==> src/rtl/mult_seq.sv <==
`default_nettype none
// ============================================================================
//  Module   : mult_seq
//  Purpose  : Multi-cycle sequential multiplier, WIDTH x WIDTH -> 2*WIDTH.
//             Multiplies the operand magnitudes CHUNK bits of `a` per cycle,
//             then applies the sign of the product. Signed or unsigned mode
//             is selected per operation.
//  Ports    : clk          - clock; all logic on the rising edge
//             reset        - synchronous, active-high reset
//             start        - operation request; accepted only when idle
//             signed_mode  - 1: two's complement operands/result; 0: unsigned
//             a, b         - WIDTH-bit operands, sampled with start
//             busy         - high while an operation is in flight
//             done         - one-cycle pulse when product is updated
//             product      - last completed 2*WIDTH-bit result
//  Revision : 1.0  initial release
// ============================================================================
module mult_seq #(
  parameter int WIDTH = 32,
  parameter int CHUNK = 8
) (
  input  logic                 clk,
  input  logic                 reset,
  input  logic                 start,
  input  logic                 signed_mode,
  input  logic [WIDTH-1:0]     a,
  input  logic [WIDTH-1:0]     b,
  output logic                 busy,
  output logic                 done,
  output logic [2*WIDTH-1:0]   product
);

  localparam int N  = WIDTH / CHUNK;
  localparam int KW = (N > 1) ? $clog2(N) : 1;

  // Reject operand/slice width combinations that do not divide evenly.
  generate
    if ((CHUNK < 1) || ((WIDTH % CHUNK) != 0)) begin : g_bad_chunk
      $error("mult_seq: WIDTH must be a non-zero multiple of CHUNK");
    end
  endgenerate

  typedef enum logic [1:0] {
    ST_IDLE  = 2'd0,
    ST_CALC  = 2'd1,
    ST_FINAL = 2'd2
  } state_t;

  state_t               r_state;
  logic [KW-1:0]        r_k;
  logic [WIDTH-1:0]     r_amag;   // remaining slices of |a|, consumed LSB first
  logic [2*WIDTH-1:0]   r_bsh;    // |b| pre-shifted to the current slice weight
  logic [2*WIDTH-1:0]   r_acc;
  logic                 r_neg;

  logic [WIDTH-1:0]     w_amag;
  logic [WIDTH-1:0]     w_bmag;
  logic [2*WIDTH-1:0]   w_term;

  // In signed mode the negation of the most negative value wraps to
  // 2^(WIDTH-1), which is exactly the correct unsigned magnitude.
  assign w_amag = (signed_mode && a[WIDTH-1]) ? (-a) : a;
  assign w_bmag = (signed_mode && b[WIDTH-1]) ? (-b) : b;

  // Shifting the operands each step replaces a variable-index slice and a
  // variable left shift; the term equals slice_k(|a|) * |b| << (k*CHUNK).
  assign w_term = {{(2*WIDTH-CHUNK){1'b0}}, r_amag[CHUNK-1:0]} * r_bsh;

  always_ff @(posedge clk) begin
    if (reset) begin
      r_state <= ST_IDLE;
      r_k     <= '0;
      r_amag  <= '0;
      r_bsh   <= '0;
      r_acc   <= '0;
      r_neg   <= 1'b0;
      busy    <= 1'b0;
      done    <= 1'b0;
      product <= '0;
    end else begin
      done <= 1'b0;
      case (r_state)
        ST_IDLE: begin
          if (start) begin
            r_amag  <= w_amag;
            r_bsh   <= {{WIDTH{1'b0}}, w_bmag};
            r_neg   <= signed_mode & (a[WIDTH-1] ^ b[WIDTH-1]);
            r_acc   <= '0;
            r_k     <= '0;
            busy    <= 1'b1;
            r_state <= ST_CALC;
          end
        end
        ST_CALC: begin
          r_acc  <= r_acc + w_term;
          r_amag <= r_amag >> CHUNK;
          r_bsh  <= r_bsh << CHUNK;
          r_k    <= r_k + 1'b1;
          if (r_k == KW'(N - 1)) begin
            r_state <= ST_FINAL;
          end
        end
        ST_FINAL: begin
          product <= r_neg ? (-r_acc) : r_acc;
          done    <= 1'b1;
          busy    <= 1'b0;
          r_state <= ST_IDLE;
        end
        default: begin
          r_state <= ST_IDLE;
          busy    <= 1'b0;
        end
      endcase
    end
  end

endmodule
`default_nettype wire

==> config.mk <==
export PLATFORM = sky130hd
export DESIGN_NAME = mult_seq
export DESIGN_NICKNAME = d
export VERILOG_FILES = /design/src/rtl/mult_seq.sv
export SDC_FILE = /design/constraint.sdc
export NUM_CORES = 2
export LEC_CHECK = 0
export BUFFER_PORTS_ARGS = -buffer_cell sky130_fd_sc_hd__buf_2
export CORE_AREA = 8 8 285 342
export DETAILED_ROUTE_END_ITERATION = 8
export DIE_AREA = 0 0 293 350
export GPL_ROUTABILITY_DRIVEN = 0
export HOLD_SLACK_MARGIN = 0.03
export SYNTH_ARGS = -nofsm -noshare
export SYNTH_HDL_FRONTEND = slang
export SYNTH_SLANG_ARGS = --single-unit
==> constraint.sdc <==
create_clock -name clk -period 8.2 [get_ports clk]
set_input_delay 0.82 -clock clk [delete_from_list [all_inputs] [get_ports clk]]
set_output_delay 0.82 -clock clk [all_outputs]
set_load 0.01 [all_outputs]
==> out/results.tsv <==
metric	value	unit
mapped cell area	0.02725	mm^2
vias in the first global route	22772	
Netlist cell types	71	
Post-Synth Adder-Cell Area	33.66	%
Ports	134	
Achievable Freq	136.6	MHz
Final Skew	0.01564	ns
outcome	finished clean	
antenna violations before repair	1	
slew at the pin closest to its max-slew limit	1.329	ns
fin crit share	89.28	%
crit-path most repeated cell	fa_1	
CTS root buf	clkbuf_16	
worst hold path startpoint	product[0]	
port buffer count	133	
max-slew violation count	0	
wire per inst	18.44	um
hold buffers post-CTS	0	
number of synthesized flops with an enable pin	0	
simple-gate area share of the yosys netlist	18.97	%
Synth Flop Type	dfxtp_1	
grt ovf	0	
final setup fails	0	
Req. time, crit path	8.73	ns
syn nets	3786	
CP max-delay cell	a2111oi_0	
main combinational cell family by area after synthesis	adder cells	
FF+latch count, synth	231	
Reg2Reg Launch Point	r_amag[3]	
worst-path fanout max	33	
most common cell after layout, fill and taps aside	inv_1	
Sw Share	35.21	%
most frequent cells in the layout	inv_1 (526), fa_1 (410), and2_1 (345), nand2_1 (262), dfxtp_1 (226)	
Area contributors post-synth	fa_1 (30%), dfxtp_1 (17%), and2_1 (7.9%)	
YS warnings	0	
Area growth, synth to finish	9.578	%
RSZ-0062 raised after global routing	false	
FFs w/ async S/R, synth	0	%
Yosys top cell area share	30.12	%
net switching power	1.270	mW
Synth Area in XOR/XNOR	5.785	%
layout cell share with drive strength beyond 1	7.332	%
DRT Pass-1 Iters	8	
largest net degree at the start of global routing	94	
Hold Path Depth	2	
CP Launch Type	register	
Internal Power	2.337	mW
vias per cell	4.961	
Clock power frac	40.0	%
die width	293	um
CTS resizes	0	
Mean Syn Cell Area	8.434	um^2
core area	0.09174	mm^2
DR vias	22058	
Setup Buffers After CTS	0	
clk buf depth	3	
GRT Resource Usage Total	15.78	%
Iter 0 DRT Violations	1562	
Synth area leader	fa_1	
critical path's largest stage delay	1.17	ns
Worst R2R Setup Slack	0.88	ns
PD cells	120.8	mW/mm^2
final non-filler cell total	4446	
Sequential Power Share	34.9	%
reg2reg end	r_acc[57]	
remaining antenna violation count	0	
max_cap viols	0	
slew margin rel.	9.143	%
Comb pwr share	25.2	%
mux share of post-synthesis cell area	0.07347	%
WP data arrival	7.85	ns
clock sink count	231	
H-tree depth	1	
Static Leak	13.62	nW
Fillers	9625	
fin crit period	7.321	ns
Nets	3743	
Hold EP	product[0]	
Hold Crit Class	reg -> reg	
die area	0.1026	mm^2
row count	122	
CTS clk-pin slew, worst paths	0.07	ns
Synth Area in Compound Gates	14.09	%
Core Util, Final	32.55	%
TNS Setup	0	ns
Die H	350	um
dpl ws	1.157	ns
crit end category	register	
DRC	0	
Setup WS post-layout	0.8791	ns
TritonCTS clock tree	done	
final wirelength	81.98	mm
Num CTS Buffers	29	
post-DP HPWL	63.24	mm
worst skew pair latency	0.59	ns
Starting Density	29.70	%
crit path cell chain	buf_4 > and2_1 > fa_1 > fa_1 > fa_1 > inv_1 > fa_1 > inv_1 > ha_1 > nand4_1 > nor3_1 > o21bai_1 > a2111oi_0 > o211ai_1 > a211oi_1 > nor3b_1 > or4_1 > nand3_1	
worst r2r path cells	18	
peak supply drop	0.1529	mV
Final Hold Fails	0	
Syn Inst Count	3231	
WS Path Type	reg -> reg	
first-pass GRT wire length	129.5	mm
placed cells	4397	
sequential share of the synthesized area	16.97	%
synthesized netlist by cell type, types with 5 or more instances:
cell	number
xor2_1	55
o41ai_1	12
a31oi_1	7
o21bai_1	13
o21ai_0	105
fa_1	410
a21oi_1	120
nand4_1	33
and2_1	345
a32o_1	5
nand2b_1	12
nor2_1	222
nand3b_1	5
o31ai_1	27
nor3_1	31
o211ai_1	6
buf_1	38
o21a_1	5
ha_1	77
dfxtp_1	231
clkbuf_2	5
or4_1	13
a22o_1	39
a211oi_1	69
a222oi_1	44
a22oi_1	37
xnor2_1	125
nand2_1	262
or2_2	5
or3_1	17
a21o_1	27
clkbuf_1	186
nand3_1	27
nor2b_1	15
inv_1	526
nor4_1	9
and3_1	7
sequential cells by signal, indices dropped and copies added, names as in the netlist:
register  flops
r_neg         1
product      64
r_amag       32
done          1
r_k           2
r_state       2
r_acc        64
r_bsh        64
busy          1
cells by family (layout without fill, tap and decap cells):
family | Yosys count | count (layout)
flops | 231 | 231
simple gates | 1020 | 1020
other cells | 0 | 1
buf+inv | 757 | 731
compound gates | 554 | 554
fa+ha+maj | 487 | 487
xor+xnor | 180 | 180
mux | 2 | 2
worst max-delay path by stage:
stage / startpoint / to / slack [ns] / cells past startpoint
floorplan: r_amag[0] / r_acc[57] / 2.64 / 21
global placement: r_amag[3] / r_acc[57] / 1.34 / 18
detailed placement: r_amag[3] / r_acc[61] / 1.16 / 18
CTS: r_amag[3] / r_acc[61] / 1.12 / 18
global route: r_amag[3] / r_acc[61] / 0.57 / 18
finish: r_amag[3] / r_acc[57] / 0.88 / 18
critical path, delay by kind of cell, from the launching register on:
kind            cells  cell delay, ns
simple gates        6            1.33
flops               1            0.82
compound gates      4            2.08
fa+ha+maj           5            2.43
buf+inv             3            0.56
area by class of cell:
class | count | area (um^2) | share of cell area (%)
inverters | 526 | 1974 | 6.612
clock inverters | 10 | 205.2 | 0.6872
clock buffers | 38 | 819.5 | 2.745
well taps | 1240 | 1551 | 5.196
flip-flops and latches | 231 | 4631 | 15.51
repair buffers | 157 | 852.1 | 2.854
diodes | 1 | 2.502 | 0.008380
multi-input cells | 2243 | 19820 | 66.39
through the flow:
| step | hold WS [ns] | total power [mW] | cell area (um^2) |
|---|---|---|---|
| detailed placement | 0.4432 | 2.180 | 28830 |
| CTS | 0.4507 | 3.648 | 29860 |
| floorplan | 0.4250 | 1.855 | 27250 |
| finish | 0.4520 | 3.607 | 29860 |
| global placement | 0.4405 | 2.170 | 28830 |
| global route | 0.4838 | 3.787 | 29860 |
routing by layer:
metal / global-route usage [%] / routed length (um) / part of all wire, %
met5: 0 / 0 / 0
met4: 6.265 / 3316 / 4.0
met3: 3.055 / 5133 / 6.3
met2: 27.57 / 40160 / 49
met1: 19.00 / 33370 / 41
power groups by stage:
stage               clock [mW]  sequential, mW  combinational, mW
finish                    1.44            1.26              0.908
global route              1.52            1.26               1.00
CTS                       1.49            1.26              0.905
detailed placement           0            1.28              0.900
global placement             0            1.28              0.891
floorplan                    0            1.21              0.650
Note: power is estimated with default switching activity, not from simulation.
